$ cat config.mk
export PLATFORM = sky130hd
export DESIGN_NAME = an_encoder_seq
export DESIGN_NICKNAME = d
export VERILOG_FILES = /design/src/rtl/an_code_pkg.sv /design/src/rtl/an_shift_add_dp.sv /design/src/rtl/an_encoder_seq.sv
export SDC_FILE = /design/constraint.sdc
export NUM_CORES = 1
export LEC_CHECK = 0
export ABC_AREA = 1
export CAP_MARGIN = 25
export CORE_MARGIN = 4
export CORE_UTILIZATION = 40
export CTS_CLUSTER_SIZE = 25
export DETAILED_ROUTE_END_ITERATION = 12
export SYNTH_ARGS = -nofsm -noshare
export SYNTH_HDL_FRONTEND = slang
export SYNTH_SLANG_ARGS = --single-unit
$ cat constraint.sdc
create_clock -name clk -period 2.9 [get_ports clk]
set_clock_uncertainty 0.15 [all_clocks]
set_input_delay 0.29 -clock clk [delete_from_list [all_inputs] [get_ports clk]]
set_output_delay 0.29 -clock clk [all_outputs]
set_load 0.005 [all_outputs]
$ cat src/rtl/an_code_pkg.sv
`default_nettype none
// ============================================================================
//  Module      : an_code_pkg
//  Description : Shared constants, FSM state type and parameter-rule check
//                for the AN-code encoder and its datapath.
//  Revision    : 1.0  initial release
// ============================================================================
package an_code_pkg;

    localparam int AN_A    = 47;   // code constant (odd, nonzero)
    localparam int AN_A_W  = 6;    // width of the code constant
    localparam int AN_N_W  = 17;   // data word width
    localparam int AN_AN_W = 23;   // codeword width

    typedef enum logic [1:0] {
        IDLE = 2'd0,
        CALC = 2'd1,
        DONE = 2'd2
    } state_t;

    // Encodes the parameter rules. An odd A keeps every single-bit error
    // syndrome nonzero. A < 2**A_W makes sure A fits in its field.
    // AN_W == N_W + A_W is wide enough to hold the largest product.
    function automatic bit an_params_ok(input int a, input int a_w,
                                        input int n_w, input int an_w);
        return (a > 0) && ((a % 2) == 1) && (a < (1 << a_w)) &&
               (an_w == n_w + a_w);
    endfunction

endpackage
`default_nettype wire

$ cat src/rtl/an_shift_add_dp.sv
`default_nettype none
// ============================================================================
//  Module      : an_shift_add_dp
//  Description : Shift-and-add multiplier datapath. It consumes one bit of
//                A per step, starting with the LSB.
//  Revision    : 1.0  initial release
//
//  Ports
//    clk     in   1      clock, rising edge
//    rst_n   in   1      asynchronous active-low reset
//    load_i  in   1      start a product: mcand=n_i, mult=A, acc=0, cnt=0
//    step_i  in   1      process one multiplier bit
//    n_i     in   N_W    multiplicand (data word)
//    last_o  out  1      current step processes the final multiplier bit
//    sum_o   out  AN_W   accumulator plus the current partial product
// ============================================================================
module an_shift_add_dp
    import an_code_pkg::*;
#(
    parameter int A    = AN_A,
    parameter int A_W  = AN_A_W,
    parameter int N_W  = AN_N_W,
    parameter int AN_W = AN_AN_W
) (
    input  logic            clk,
    input  logic            rst_n,
    input  logic            load_i,
    input  logic            step_i,
    input  logic [N_W-1:0]  n_i,
    output logic            last_o,
    output logic [AN_W-1:0] sum_o
);

    localparam int CNT_W = (A_W > 1) ? $clog2(A_W) : 1;

    logic [AN_W-1:0]  acc_q,   acc_d;
    logic [AN_W-1:0]  mcand_q, mcand_d;
    logic [A_W-1:0]   mult_q,  mult_d;
    logic [CNT_W-1:0] cnt_q,   cnt_d;

    logic [AN_W-1:0]  w_addend;

    // The partial product for the current bit is added here. sum_o therefore
    // already holds the complete product during the final step, and the
    // top level can register it on the same edge.
    assign w_addend = mult_q[0] ? mcand_q : '0;
    assign sum_o    = acc_q + w_addend;
    assign last_o   = (cnt_q == CNT_W'(A_W - 1));

    always_comb begin
        acc_d   = acc_q;
        mcand_d = mcand_q;
        mult_d  = mult_q;
        cnt_d   = cnt_q;
        if (load_i) begin
            acc_d   = '0;
            mcand_d = AN_W'(n_i);
            mult_d  = A_W'(A);
            cnt_d   = '0;
        end else if (step_i) begin
            acc_d   = sum_o;
            mcand_d = mcand_q << 1;
            mult_d  = mult_q >> 1;
            cnt_d   = cnt_q + CNT_W'(1);
        end
    end

    always_ff @(posedge clk or negedge rst_n) begin
        if (!rst_n) begin
            acc_q   <= '0;
            mcand_q <= '0;
            mult_q  <= '0;
            cnt_q   <= '0;
        end else begin
            acc_q   <= acc_d;
            mcand_q <= mcand_d;
            mult_q  <= mult_d;
            cnt_q   <= cnt_d;
        end
    end

endmodule
`default_nettype wire

$ cat src/rtl/an_encoder_seq.sv
`default_nettype none
// ============================================================================
//  Module      : an_encoder_seq
//  Description : Sequential AN-code encoder (an_out = n_in * A). It uses a
//                shift-and-add multiplier that processes one bit of A per
//                clock, with valid/ready handshakes on the input and output.
//  Revision    : 1.0  initial release
//
//  Ports
//    clk        in   1     clock, rising edge
//    rst_n      in   1     asynchronous active-low reset
//    n_in       in   N_W   data word to encode
//    in_valid   in   1     n_in valid
//    in_ready   out  1     encoder can accept a word (IDLE only)
//    an_out     out  AN_W  codeword N*A
//    out_valid  out  1     an_out valid
//    out_ready  in   1     downstream accepts an_out
// ============================================================================
module an_encoder_seq
    import an_code_pkg::*;
#(
    parameter int A    = AN_A,
    parameter int A_W  = AN_A_W,
    parameter int N_W  = AN_N_W,
    parameter int AN_W = AN_AN_W
) (
    input  logic            clk,
    input  logic            rst_n,
    input  logic [N_W-1:0]  n_in,
    input  logic            in_valid,
    output logic            in_ready,
    output logic [AN_W-1:0] an_out,
    output logic            out_valid,
    input  logic            out_ready
);

    if (!an_params_ok(A, A_W, N_W, AN_W)) begin : g_param_check
        $error("an_encoder_seq: need A odd, 0 < A < 2**A_W, AN_W == N_W + A_W");
    end

    state_t          state_q, state_d;
    logic [AN_W-1:0] an_out_q, an_out_d;
    logic            out_valid_q, out_valid_d;

    logic            w_load;
    logic            w_step;
    logic            w_last;
    logic [AN_W-1:0] w_sum;

    an_shift_add_dp #(
        .A    (A),
        .A_W  (A_W),
        .N_W  (N_W),
        .AN_W (AN_W)
    ) u_dp (
        .clk    (clk),
        .rst_n  (rst_n),
        .load_i (w_load),
        .step_i (w_step),
        .n_i    (n_in),
        .last_o (w_last),
        .sum_o  (w_sum)
    );

    // in_ready is decoded from the registered state only. It therefore drops
    // on the accept edge and does not rise again until the cycle after the
    // output handshake.
    assign in_ready  = (state_q == IDLE);
    assign an_out    = an_out_q;
    assign out_valid = out_valid_q;

    always_comb begin
        state_d     = state_q;
        an_out_d    = an_out_q;
        out_valid_d = out_valid_q;
        w_load      = 1'b0;
        w_step      = 1'b0;
        case (state_q)
            IDLE: begin
                if (in_valid) begin
                    w_load  = 1'b1;
                    state_d = CALC;
                end
            end
            CALC: begin
                w_step = 1'b1;
                if (w_last) begin
                    an_out_d    = w_sum;
                    out_valid_d = 1'b1;
                    state_d     = DONE;
                end
            end
            DONE: begin
                // an_out keeps its value after the handshake. Downstream
                // logic qualifies it with out_valid.
                if (out_ready) begin
                    out_valid_d = 1'b0;
                    state_d     = IDLE;
                end
            end
            default: begin
                out_valid_d = 1'b0;
                state_d     = IDLE;
            end
        endcase
    end

    always_ff @(posedge clk or negedge rst_n) begin
        if (!rst_n) begin
            state_q     <= IDLE;
            an_out_q    <= '0;
            out_valid_q <= 1'b0;
        end else begin
            state_q     <= state_d;
            an_out_q    <= an_out_d;
            out_valid_q <= out_valid_d;
        end
    end

endmodule
`default_nettype wire

==> flow_summary.json, run 1 <==
{
  "status": "finished, final reports clean",
  "post_cts_buffers": 0,
  "synth_area_sq_um": 5070,
  "gp_congestion": 0.923,
  "cap_violations": 0,
  "portBuffers": 45,
  "timing.fmax_mhz": 385,
  "final_cell_mix": "nand2_1 (272), inv_1 (120), dfrtp_1 (81), nand3_1 (48), clkdlybuf4s50_1 (44)",
  "grt_util_all_layers_pct": 19.5,
  "die_x_um": 121,
  "diodes": 0,
  "wl_per_cell_um": 14.6,
  "final_cells": 906,
  "ys_seq_area_share_pct": 40.0,
  "vias_per_cell": 4.79,
  "area_growth_pct": 17.4,
  "setup_violations": 0,
  "cp.required_ns": 2.99,
  "final_hold_viol_count": 0,
  "synth_top_cell_area_share_pct": 40.0,
  "dr.pass1.iters": 5,
  "synth_cell_types": 37,
  "end_kind": "flip-flop",
  "holdBufCountCts": 1,
  "synth.top_cells.by_area": "dfrtp_1 (40%), nand2_1 (20%), inv_1 (8.9%)",
  "rr_worst_depth": 12,
  "fp-row-count": 40,
  "drive_gt1_share_pct": 7.18,
  "ant_nets": 0,
  "drc": 0,
  "fin_crit_sh_pct": 89.6,
  "drt-total-wl_um": 13300,
  "cts_max_path_buffers": 2,
  "coreArea_sq_um": 12200,
  "synth_edf_count": 0,
  "fp.dieH_um": 121,
  "final_core_util_pct": 48.8,
  "yosys_most_used_dff": "dfrtp_1",
  "finalNetCount": 779,
  "postSynthCellCount": 687,
  "cts-resized-gates": 0,
  "syn_area_per_cell_sq_um": 7.39,
  "tns_ns": 0,
  "ir_drop_v": 0.000855,
  "cts-root-buf": "clkbuf_16",
  "synthArstFlopShare_pct": 100,
  "slew_violations": 0,
  "grt_pass1_vias": 4359,
  "powerDensity_nw_per_um2": 1250,
  "crit_arrival_ns": 2.69,
  "numCtsBuffers": 9,
  "critPathLaunchType": "flip-flop",
  "synth_fp_nets": 733,
  "grt_setup_unrepaired": "false",
  "relSlewSlack_pct": 55.1,
  "layout_min_cycle_time_ns": 2.60,
  "p_leak_nw": 3.22,
  "cts.sinks": 81,
  "clock_latency_ns": 0.35,
  "dpl.hpwl_um": 9870,
  "layout_commonest_cell": "nand2_1",
  "antenna_found_initial": 0,
  "start_util_pct": 41.5,
  "ys_ff_latch": 81,
  "cp_max_fo": 17,
  "endpoint": "an_out[15]",
  "grt_pass1_wl_um": 22200,
  "critPathKind": "reg2reg",
  "crit_start": "u_dp.mult_q[0]",
  "synth_top_cell_by_area": "dfrtp_1",
  "globalRouteOverflowTotal": 0,
  "whs_ns": 0.326,
  "dp_cells": 889,
  "grt_max_degree": 42,
  "yosys_warnings": 0,
  "cts_tree": "built",
  "r2r_end": "an_out[15]",
  "hold_class": "in2async",
  "h-tree-depth": 3,
  "rrSetupSlack_ns": 0.30,
  "clk_pin_slew_ns": 0.06,
  "vias": 4337,
  "reg2reg_from": "u_dp.mult_q[0]",
  "drt_iter0_drc": 228,
  "tightestPinTransition_ns": 0.673,
  "io_pins": 46,
  "die_area_sq_um": 14600
}
stage by stage:
step           cell area (sq um)  setup slack, ns  power [mW]
2_1_floorplan               5070            0.547        5.17
3_3_place_gp                5650            0.333        6.28
3_5_place_dp                5650            0.326        6.35
4_1_cts                     5960            0.296        7.54
5_1_grt                     5960           0.0776        8.24
6_report                    5960            0.301        7.48
worst max-delay path, stage by stage (launching register included):
cell,delay (ns)
dfrtp_1,0.45
buf_4,0.24
nand2_1,0.08
inv_1,0.04
ha_1,0.35
nand2_1,0.14
inv_1,0.08
a21oi_1,0.39
nor2_1,0.10
nor2_1,0.18
nand3b_1,0.14
nand3_1,0.11
nand2_1,0.05
where the power goes:
group,internal (mW),switching [mW],total [mW]
Combinational,1.64,2.70,4.34
Clock,0.674,0.480,1.15
Sequential,1.67,0.305,1.98
layer usage:
metal  vias up  wire length, um  global-route usage, %
met5         -                0                      0
met4         0              184                   4.96
met2        87             5990                   30.1
li1       2236                -                      -
met3        13              544                   4.58
met1      2001             6540                   27.6
flip-flops by register name, summed over array words and instances, names as in the netlist:
| signal | flops |
|---|---|
| u_dp.mult_q | 6 |
| state_q | 2 |
| u_dp.acc_q | 23 |
| out_valid | 1 |
| u_dp.mcand_q | 23 |
| an_out | 23 |
| u_dp.cnt_q | 3 |
worst min path at each step:
| stage | endpoint | cells past startpoint |
|---|---|---|
| after floorplan | an_out[0] | 0 |
| after global placement | an_out[7] | 1 |
| after detailed placement | an_out[7] | 1 |
| after CTS | an_out[12] | 2 |
| after global routing | an_out[19] | 2 |
| final | an_out[6] | 2 |
area by class of cell:
type	instances	area, sq um
Fill cell	1267	6250
Multi-Input combinational cell	465	2450
Sequential cell	81	2030
Timing Repair Buffer	52	503
Inverter	124	470
Clock buffer	11	233
Tap cell	168	210
Clock inverter	5	63.8
cells by family after synthesis:
group                    Yosys count  synth area share [%]
XOR/XNOR                           9                  1.55
flip-flops                        81                  40.0
adder cells (fa/ha/maj)           25                  6.31
AO/OA/AOI/OAI                     61                  9.84
buffers and inverters            141                  11.7
AND/OR/NAND/NOR                  370                  30.6
cell usage after synthesis (2+ instances only):
library cell,count
ha_1,24
clkbuf_1,3
o21ai_0,9
xnor2_1,7
or2_2,2
o211ai_1,2
nor2_8,2
nor3_1,3
buf_6,6
inv_4,2
nand4_1,4
o221ai_1,4
buf_2,4
nand3b_1,8
o22ai_1,3
inv_1,120
a21oi_1,11
nand3_1,48
o22ai_2,4
inv_2,2
o21ai_1,10
o221ai_2,12
dfrtp_1,81
nand2_1,272
nor2_1,26
o21ai_2,3
buf_4,3
nor2_2,2
xor2_1,2
(Power assumes the default switching activity.)
==> run 2: changes to the inputs <==
--- a/config.mk
+++ b/config.mk
@@ -9,6 +9,7 @@
 export CAP_MARGIN = 25
 export CORE_MARGIN = 4
 export CORE_UTILIZATION = 40
+export CTS_CLUSTER_DIAMETER = 30
 export CTS_CLUSTER_SIZE = 25
 export DETAILED_ROUTE_END_ITERATION = 12
 export SYNTH_ARGS = -nofsm -noshare
==> results of run 2 <==
No change in the layout: final DEF, timing and power equal those of run 1.
==> run 3: changes to the inputs <==
==> constraint.sdc (replaced) <==
create_clock -name clk -period 2.8 [get_ports clk]
set_clock_uncertainty 0.15 [all_clocks]
set_input_delay 0.28 -clock clk [delete_from_list [all_inputs] [get_ports clk]]
set_output_delay 0.28 -clock clk [all_outputs]
set_load 0.005 [all_outputs]
==> run 3 against run 2 <==
Clock power rose by 10%. Worst setup slack got worse by 0.052 ns. Count of clock-buffer cells in the layout rose by 1. Sequential cell count did not move. Die area did not move. Critical path depth rose by 3. Total power rose by 4.8%. Register-to-register slack got worse by 0.05 ns.
==> flow_summary.json, run 3 (same netlist as run 1, synthesis figures left out) <==
{
  "cp_max_fo": 8,
  "coreArea_sq_um": 12200,
  "vias_per_cell": 4.76,
  "timing.fmax_mhz": 392,
  "final_hold_viol_count": 0,
  "clk_pin_slew_ns": 0.06,
  "power_mw": 7.83,
  "gp_congestion": 0.930,
  "cts_max_path_buffers": 2,
  "cp.required_ns": 2.89,
  "crit_buf_inv": 3,
  "final_core_util_pct": 49.0,
  "fillers": 1302,
  "grt_util_all_layers_pct": 19.8,
  "crit_path_top_delay_cell": "dfrtp_2",
  "ir_drop_v": 0.00123,
  "relSlewSlack_pct": 58.8,
  "vias": 4316,
  "drt_iter0_drc": 217,
  "cp_slowest_stage_delay_ns": 0.41,
  "hold_class": "reg2reg",
  "tns_ns": 0,
  "slew_violations": 0,
  "wl_per_cell_um": 14.3,
  "powerDensity_nw_per_um2": 1310,
  "start_util_pct": 41.5,
  "fin_crit_sh_pct": 91.1,
  "dpl.hpwl_um": 9770,
  "setup_violations": 0,
  "grt_setup_unrepaired": "false",
  "grt_max_degree": 82,
  "die_x_um": 121,
  "crit_arrival_ns": 2.64,
  "p_leak_nw": 3.23,
  "h-tree-depth": 3,
  "clock_latency_ns": 0.35,
  "fp.dieH_um": 121,
  "grt_pass1_wl_um": 22500,
  "cp_top_family": "simple AND/OR/NAND/NOR gates",
  "fp-row-count": 40,
  "diodes": 0,
  "cts_tree": "built",
  "die_area_sq_um": 14600,
  "critPathLaunchType": "flip-flop",
  "tightestPinTransition_ns": 0.618,
  "ant_nets": 0,
  "layout_min_cycle_time_ns": 2.55,
  "cts-root-buf": "clkbuf_16",
  "critPathKind": "reg2reg",
  "area_growth_pct": 18.0,
  "numCtsBuffers": 9,
  "timing.critical_path.cells": "nand2_1 -> inv_1 -> ha_1 -> inv_1 -> fa_1 -> inv_1 -> nand3_1 -> nand3_1 -> nand2_1 -> nand2_1 -> nand2_1 -> nand2_1 -> nand2_1 -> nand3_1 -> nand2_1",
  "final_cell_mix": "nand2_1 (272), inv_1 (120), dfrtp_1 (80), nand3_1 (48), clkdlybuf4s50_1 (44)",
  "status": "finished, final reports clean",
  "io_pins": 46,
  "grt_pass1_vias": 4476,
  "cts.sinks": 81,
  "drc": 0,
  "end_kind": "flip-flop",
  "layout_commonest_cell": "nand2_1",
  "drive_gt1_share_pct": 7.18,
  "drt-total-wl_um": 13000,
  "portBuffers": 45,
  "finalNetCount": 779,
  "antenna_found_initial": 0,
  "cap_violations": 0,
  "globalRouteOverflowTotal": 0,
  "dr.pass1.iters": 5,
  "crit_path_frequent_cell": "nand2_1"
}
-- run 3: cell count changes in the layout (fill, tap and decap cells not counted), sizes merged --
cell	previous run	this run
clkinv	2	0
clkbuf	11	12
bufinv	1	2
-- run 3: worst paths after layout --
kind,start,endpoint,slack [ns],cells past startpoint
max,u_dp.mult_q[0],u_dp.acc_q[16],0.25,15
min,an_out[19],an_out[19],0.32,2
max reg2reg,u_dp.mult_q[0],u_dp.acc_q[16],0.25,15
min reg2reg,an_out[19],an_out[19],0.32,2
max in group asynchronous,rst_n,an_out[16],1.80,3
min in group asynchronous,rst_n,an_out[5],0.35,3
-- run 3: area by class of cell --
cell class                      count  area [sq um]  share of cell area [%]
Multi-Input combinational cell    465          2450                    40.9
Sequential cell                    81          2030                    33.9
Timing Repair Buffer               52           515                    8.61
Inverter                          124           470                    7.86
Clock buffer                       12           236                    3.95
Tap cell                          168           210                    3.51
Clock inverter                      4          76.3                    1.27
-- run 3: tightest hold or removal path: cells and delay by family, from the launching register on --
kind	cells	cell delay, ns
simple gates	2	0.10
flops	1	0.34
-- run 3: through the flow --
stage                     std cells  setup WS (ns)  hold WS, ns  area (sq um)
after floorplan                 687          0.447       -0.166          5070
after global placement          889          0.245        0.197          5660
after detailed placement        889          0.224        0.202          5660
after CTS                       906          0.210        0.331          5990
after global routing            906         0.0457        0.347          5990
final                           906          0.249        0.323          5990
-- run 3: power by group --
| group | internal, mW | total, mW | switching [mW] | leakage [nW] |
|---|---|---|---|---|
| combinational | 1.72 | 4.52 | 2.80 | 2.07 |
| sequential | 1.73 | 2.05 | 0.315 | 1.01 |
| clock | 0.785 | 1.27 | 0.484 | 0.147 |
-- run 3: routing by layer --
| metal | wire [um] | vias up | track usage (%) |
|---|---|---|---|
| met4 | 245 | 0 | 8.07 |
| met3 | 579 | 17 | 3.27 |
| li1 | - | 2236 | - |
| met5 | 0 | - | 0 |
| met1 | 6480 | 1970 | 27.9 |
| met2 | 5670 | 93 | 30.2 |
-- run 3: repair_timing --
action | in CTS | in global routing
resized for setup | 0 | 1
hold buffers | 1 | 0
endpoints found under the setup margin | 0 | 1
buffers inserted | 0 | 0
endpoints found under the hold margin | 81 | 0
